`config.mk`:
```
export PLATFORM = sky130hd
export DESIGN_NAME = load_store_unit
export DESIGN_NICKNAME = d
export VERILOG_FILES = /design/src/rtl/load_store_unit.sv
export SDC_FILE = /design/constraint.sdc
export NUM_CORES = 2
export LEC_CHECK = 0
export CELL_PAD_IN_SITES_DETAIL_PLACEMENT = 0
export CELL_PAD_IN_SITES_GLOBAL_PLACEMENT = 2
export CORE_MARGIN = 2
export CORE_UTILIZATION = 46
export CTS_BUF_LIST = sky130_fd_sc_hd__clkbuf_8 sky130_fd_sc_hd__clkbuf_16
export CTS_CLUSTER_DIAMETER = 120
export DETAILED_ROUTE_END_ITERATION = 10
export PLACE_DENSITY = 0.88
export SYNTH_ARGS = -nofsm -noshare
export SYNTH_HDL_FRONTEND = slang
export SYNTH_SLANG_ARGS = --single-unit
export TNS_END_PERCENT = 1
```
`constraint.sdc`:
```
create_clock -name clk -period 10 [get_ports clk]
set_clock_uncertainty 0.1 [all_clocks]
set_input_delay 2 -clock clk [delete_from_list [all_inputs] [get_ports clk]]
set_output_delay 2 -clock clk [all_outputs]
set_load 0.02 [all_outputs]
```
`src/rtl/load_store_unit.sv`:
```
// Load/store unit: RV32I byte/half/word access to a local data memory.
// Fixed-latency request/response handshake with misalignment and range faults.
module load_store_unit #(
  parameter int DEPTH_WORDS = 64,
  parameter int LATENCY     = 2
) (
  input  logic        clk,
  input  logic        reset,
  input  logic        req_valid,
  output logic        req_ready,
  input  logic        mem_read,
  input  logic        mem_write,
  input  logic [2:0]  funct3,
  input  logic [31:0] addr,
  input  logic [31:0] store_data,
  output logic        resp_valid,
  output logic [31:0] load_data,
  output logic        fault,
  output logic        busy
);

  localparam int AW = $clog2(DEPTH_WORDS);
  localparam int CW = (LATENCY > 1) ? $clog2(LATENCY) : 1;
  localparam logic [CW-1:0] CNT_INIT =
    CW'((LATENCY > 1) ? LATENCY - 2 : 0);

  typedef enum logic [1:0] {IDLE, WAIT, RESP} state_e;

  state_e        state_q;
  logic [CW-1:0] cnt_q;
  logic          rd_q, wr_q;
  logic [2:0]    f3_q;
  logic [31:0]   addr_q, wdata_q;
  logic          resp_valid_q, fault_q;
  logic [31:0]   load_data_q;
  logic [31:0]   mem_q [DEPTH_WORDS];

  logic          accept, enter_resp, use_in;
  logic          op_rd, op_wr;
  logic [2:0]    op_f3;
  logic [31:0]   op_addr, op_wdata;
  logic [AW-1:0] idx;
  logic [31:0]   rword, wword, ld_d;
  logic [7:0]    rbyte;
  logic [15:0]   rhalf;
  logic          f3_bad, mis, oob, fault_d, mem_we;

  assign req_ready  = (state_q == IDLE);
  assign busy       = (state_q != IDLE);
  assign resp_valid = resp_valid_q;
  assign load_data  = load_data_q;
  assign fault      = fault_q;

  assign accept = req_valid && req_ready;
  assign enter_resp = (accept && LATENCY == 1) ||
                      (state_q == WAIT && cnt_q == '0);

  // With single-cycle latency the access happens on the accepting edge,
  // so the live inputs stand in for the not-yet-loaded request registers.
  assign use_in   = (state_q == IDLE);
  assign op_rd    = use_in ? mem_read   : rd_q;
  assign op_wr    = use_in ? mem_write  : wr_q;
  assign op_f3    = use_in ? funct3     : f3_q;
  assign op_addr  = use_in ? addr       : addr_q;
  assign op_wdata = use_in ? store_data : wdata_q;

  assign idx   = op_addr[AW+1:2];
  assign rword = mem_q[idx];
  assign rbyte = 8'(rword >> {op_addr[1:0], 3'b000});
  assign rhalf = 16'(rword >> {op_addr[1], 4'b0000});
  assign oob   = |op_addr[31:AW+2];

  always_comb begin
    f3_bad = 1'b0;
    if (op_wr)
      f3_bad = op_f3[2] || (op_f3[1:0] == 2'b11);
    else
      f3_bad = (op_f3 == 3'b011) || (op_f3[2:1] == 2'b11);
    mis = ((op_f3[1:0] == 2'b01) && op_addr[0]) ||
          ((op_f3[1:0] == 2'b10) && (op_addr[1:0] != 2'b00));
    fault_d = (op_rd == op_wr) || f3_bad || mis || oob;
  end

  always_comb begin
    ld_d = '0;
    unique case (1'b1)
      op_f3 == 3'b000: ld_d = {{24{rbyte[7]}}, rbyte};
      op_f3 == 3'b001: ld_d = {{16{rhalf[15]}}, rhalf};
      op_f3 == 3'b010: ld_d = rword;
      op_f3 == 3'b100: ld_d = {24'h0, rbyte};
      op_f3 == 3'b101: ld_d = {16'h0, rhalf};
      default:         ld_d = '0;
    endcase
  end

  always_comb begin
    wword = rword;
    unique case (1'b1)
      op_f3 == 3'b000:
        wword[{op_addr[1:0], 3'b000} +: 8] = op_wdata[7:0];
      op_f3 == 3'b001:
        wword[{op_addr[1], 4'b0000} +: 16] = op_wdata[15:0];
      op_f3 == 3'b010:
        wword = op_wdata;
      default:
        wword = rword;
    endcase
  end

  assign mem_we = !reset && enter_resp && op_wr && !fault_d;

  always_ff @(posedge clk) begin
    if (mem_we) mem_q[idx] <= wword;
  end

  always_ff @(posedge clk) begin
    if (reset) begin
      state_q      <= IDLE;
      cnt_q        <= '0;
      resp_valid_q <= 1'b0;
      load_data_q  <= '0;
      fault_q      <= 1'b0;
    end else begin
      resp_valid_q <= 1'b0;
      if (enter_resp) begin
        resp_valid_q <= 1'b1;
        fault_q      <= fault_d;
        load_data_q  <= (fault_d || !op_rd) ? '0 : ld_d;
      end
      unique case (state_q)
        IDLE: begin
          if (accept) begin
            rd_q    <= mem_read;
            wr_q    <= mem_write;
            f3_q    <= funct3;
            addr_q  <= addr;
            wdata_q <= store_data;
            cnt_q   <= CNT_INIT;
            state_q <= (LATENCY == 1) ? RESP : WAIT;
          end
        end
        WAIT: begin
          if (cnt_q == '0) state_q <= RESP;
          else cnt_q <= cnt_q - 1'b1;
        end
        RESP: state_q <= IDLE;
        default: state_q <= IDLE;
      endcase
    end
  end

endmodule

```
==> summary.txt <==
Clocking
  • Clock Tree Buf Depth: 3
  • Root Buffer Master: clkbuf_16
  • Clock buffer count from CTS: 206
  • Post-cts resize count: 0
  • CTS tree: done
  • Clk sinks: ~2.2k
  • Post-CTS Setup Inserts: 0
  • # hold bufs at CTS: 0
  • H-tree Lvls: 4
  • Reg clk slew, reported paths: 0.06 ns
  • Clock latency at the later pin of the worst-skew pair: a little under 0.9 ns

Critical path
  • Worst r2r src: state_q[1]
  • Critical Path AT: 8.44 ns
  • Reg2reg path depth: 12
  • R2r endpoint: mem_q[42][30]
  • CP Max Fanout: 44
  • Setup Crit Path Kind: in2reg
  • Worst EP required: ~11 ns
  • Setup crit end kind: register
  • Flop-to-flop setup slack: approximately 2.6 ns
  • CP Launch Type: input port

Timing
  • Fin. Hold Viols: 0
  • Slew Limit Fails: 0
  • Slew Limit Headroom: between 8 and 9%
  • Min Clock Period, post-route: around 8 ns
  • Final setup TNS: 0 ns
  • Max Freq: approximately 130 MHz
  • Final setup violation count: 0
  • Unrepaired setup endpoints after global routing: false
  • Crit share post-route: about four fifths
  • Least-Margin Pin Slew: ~1.4 ns
  • Setup WS post-layout: 2.14 ns

Floorplan
  • Die Height: ~430 um
  • Die X: between 400 and 500 um
  • Core footprint: ~0.18 mm2
  • IO Pins: 108
  • Num rows: ~160
  • Initial core utilization: a little under half
  • Die ar.: between 0.15 and 0.2 mm2

Power
  • Register share of total power: between 50% and 60%
  • Comb pwr share: between 10% and 20%
  • P_sw: about 5.4 mW
  • Peak VDD IR: 0.162 mV
  • PD cells: roughly 210 mW/mm2
  • Leak: 30.6 nW
  • Internal Power: ~15 mW
  • Clk network pwr share: between 30% and 40%
  • Switching share of total power: 26.2%

Synthesis
  • Number of synthesized flops with an enable pin: between 2k and 2.5k
  • Post-synth top area cell: edfxtp_1
  • Distinct cells, synth: 92
  • Synth top area share: roughly three quarters
  • Primary FF master, synth: edfxtp_1
  • Synth Register Bits: between 2k and 2.5k
  • Cell count after synthesis: between 5k and 6k
  • Mapped Area: about 0.083 mm2
  • Yosys warning total: 0
  • Mapped Avg Cell Area: 15.1 um2
  • Synth area leaders: edfxtp_1, nand2_1, o22ai_1, mux2i_1, nand3_1
  • Syn nets: ~5.6k
  • Asr flop ratio synth: 0%
  • Seq/Total Area, Yosys: 77.2%

Hold path
  • Hold depth: 2
  • WHS Endpoint: load_data[3]
  • Hold Path Class: reg2reg
  • Hold Startpoint: load_data[3]

Global routing
  • Tot GR Track Use: between 30% and 40%
  • Pin count of the biggest net entering global routing: roughly 110
  • First-pass GRT wire length: approximately 400000 um
  • Initial antenna violation count: 12
  • Vias in the first global route: 51.8k
  • Grt ovf: 0

Final layout
  • Register area: 0.0643 mm2
  • Multi-input logic area: around 0.018 mm2
  • Layout cell share with drive strength beyond 1: 12.6%
  • Final nets: 5804
  • Fillers: 14.4k
  • Area Overhead vs Synth: 14.7%
  • Post-Layout Cell Count: roughly 8.3k

Route
  • Iter 0 DRT Violations: 10.1k
  • Post-DR vias/cell: around 6.8
  • ANT nets after route: 0
  • Routed len/inst: ~36 um
  • # DRC: 0
  • DRT Wirelength: roughly 300000 um
  • 1st-pass router iterations: 9
  • Via count: approximately 56k

Placed design
  • Number of port buffers: roughly 110
  • Inst Count DP: just under 8k
  • Final HPWL DP: about 170000 um
  • Pre-CTS setup slack: roughly 1.7 ns
  • RD Place Congestion: approximately 0.96

Run
  • Max-cap viol count: 0

Run status
  • Status: finished clean
worst max-delay path, stage by stage:
cell             delay, ns
clkdlybuf4s50_1       0.73
or3b_1                0.63
and2_4                0.43
nand2_4               0.67
o22ai_1               0.16
nor4_1                0.43
o22ai_1               0.14
nor3_1                1.06
and4_1                0.58
o21ai_0               0.26
a2bb2oi_4             0.86
buf_4                 0.37
how the worst max path moves through the flow:
| stage | start | endpoint | slack [ns] | cells after the start |
|---|---|---|---|---|
| 3_5_place_dp | addr[4] | mem_q[54][30] | 1.70 | 12 |
| 6_report | addr[4] | mem_q[42][30] | 2.14 | 12 |
| 2_1_floorplan | reset | addr_q[0] | 1.99 | 2 |
| 4_1_cts | addr[4] | mem_q[16][10] | 2.56 | 13 |
| 5_1_grt | addr[4] | mem_q[44][30] | 2.17 | 12 |
| 3_3_place_gp | addr[3] | mem_q[52][21] | 1.72 | 14 |
metal layers:
layer	share of wire [%]	track usage, %	routed length [um]
met5	0.087	0.0781	258
met4	6.3	16.4	18700
met3	15	9.06	43400
met2	44	46.7	130000
met1	35	42.7	105000
synthesized netlist by cell type (all sizes together), types with 15 or more instances:
library cell  count
o211ai           21
o221ai           34
and3             20
a21oi           102
o31ai            19
a31oi           144
mux2i           152
buf             261
dfxtp            36
clkbuf          100
o22a             30
a32o             48
o22ai           422
a221oi           24
a211oi           19
a22oi            15
edfxtp         2117
o21ai            87
nor4             58
nor3             45
nor2            178
nand2           968
nand3           283
nand4            29
a32oi            79
a222oi           16
or4              19
cell usage in the layout (no fill, tap or decap), types with 11 or more instances in the layout:
master / n
edfxtp_1: 2117
nand2_1: 958
o22ai_1: 420
nand3_1: 282
buf_4: 228
clkbuf_16: 208
mux2i_1: 146
a31oi_1: 133
nor2_1: 110
clkdlybuf4s50_1: 107
a21oi_1: 95
a32oi_1: 75
o21ai_0: 75
nor2_4: 64
inv_1: 53
nor4_1: 53
a32o_1: 48
clkinv_1: 47
nor3_1: 44
clkinv_2: 44
buf_12: 43
dfxtp_1: 36
o221ai_1: 33
o22a_1: 30
nand4_1: 29
and3_1: 20
a211oi_1: 19
or4_1: 18
o211ai_1: 18
a221oi_2: 17
a222oi_1: 16
o31ai_1: 15
o41ai_1: 11
metrics by stage:
| step | instance area [um2] | util, % | hold WS, ns | total power [mW] |
|---|---|---|---|---|
| floorplan | 83300 | - | 0.420 | 12.0 |
| global placement | 89100 | 49.4 | 0.354 | 13.0 |
| detailed placement | 89100 | 49.4 | 0.369 | 13.1 |
| CTS | 95600 | 53.0 | 0.377 | 20.4 |
| global route | 95600 | 53.0 | 0.385 | 20.9 |
| finish | 95600 | 53.0 | 0.370 | 20.5 |
area by class of cell:
type,count,area share (%)
tap,2370,3.10
clock inverter,170,1.26
sequential,2153,67.3
timing repair buffer,379,3.82
inverter,10,0.0393
clock buffer,209,5.46
multi-input combinational,2977,19.0
antenna,4,0.0105
power by group through the flow:
| stage | clock (mW) | sequential (mW) | combinational [mW] |
|---|---|---|---|
| finish | 7.49 | 10.5 | 2.44 |
| global route | 7.84 | 10.5 | 2.51 |
| CTS | 7.49 | 10.5 | 2.35 |
| detailed placement | 0 | 10.7 | 2.35 |
| global placement | 0 | 10.7 | 2.30 |
| floorplan | 0 | 10.8 | 1.20 |
registers in the layout (all words and copies together) (netlist names), 2 cells and up:
register / cells
state_q: 2
wdata_q: 32
load_data: 32
addr_q: 32
f3_q: 3
mem_q: 2048
cell families (layout without fill, tap and decap cells):
| family | count (synthesis) | count (layout) | synth area share, % |
|---|---|---|---|
| muxes | 158 | 158 | 1.97 |
| and+or+nand+nor | 1670 | 1670 | 8.81 |
| AOI/OAI and AO/OA | 1144 | 1144 | 9.70 |
| other | 0 | 4 | 0 |
| DFF | 2153 | 2153 | 77.2 |
| adders and majority gates | 5 | 5 | 0.0751 |
| buffers and inverters | 371 | 768 | 2.28 |
Power figures use the tool's default switching activity.
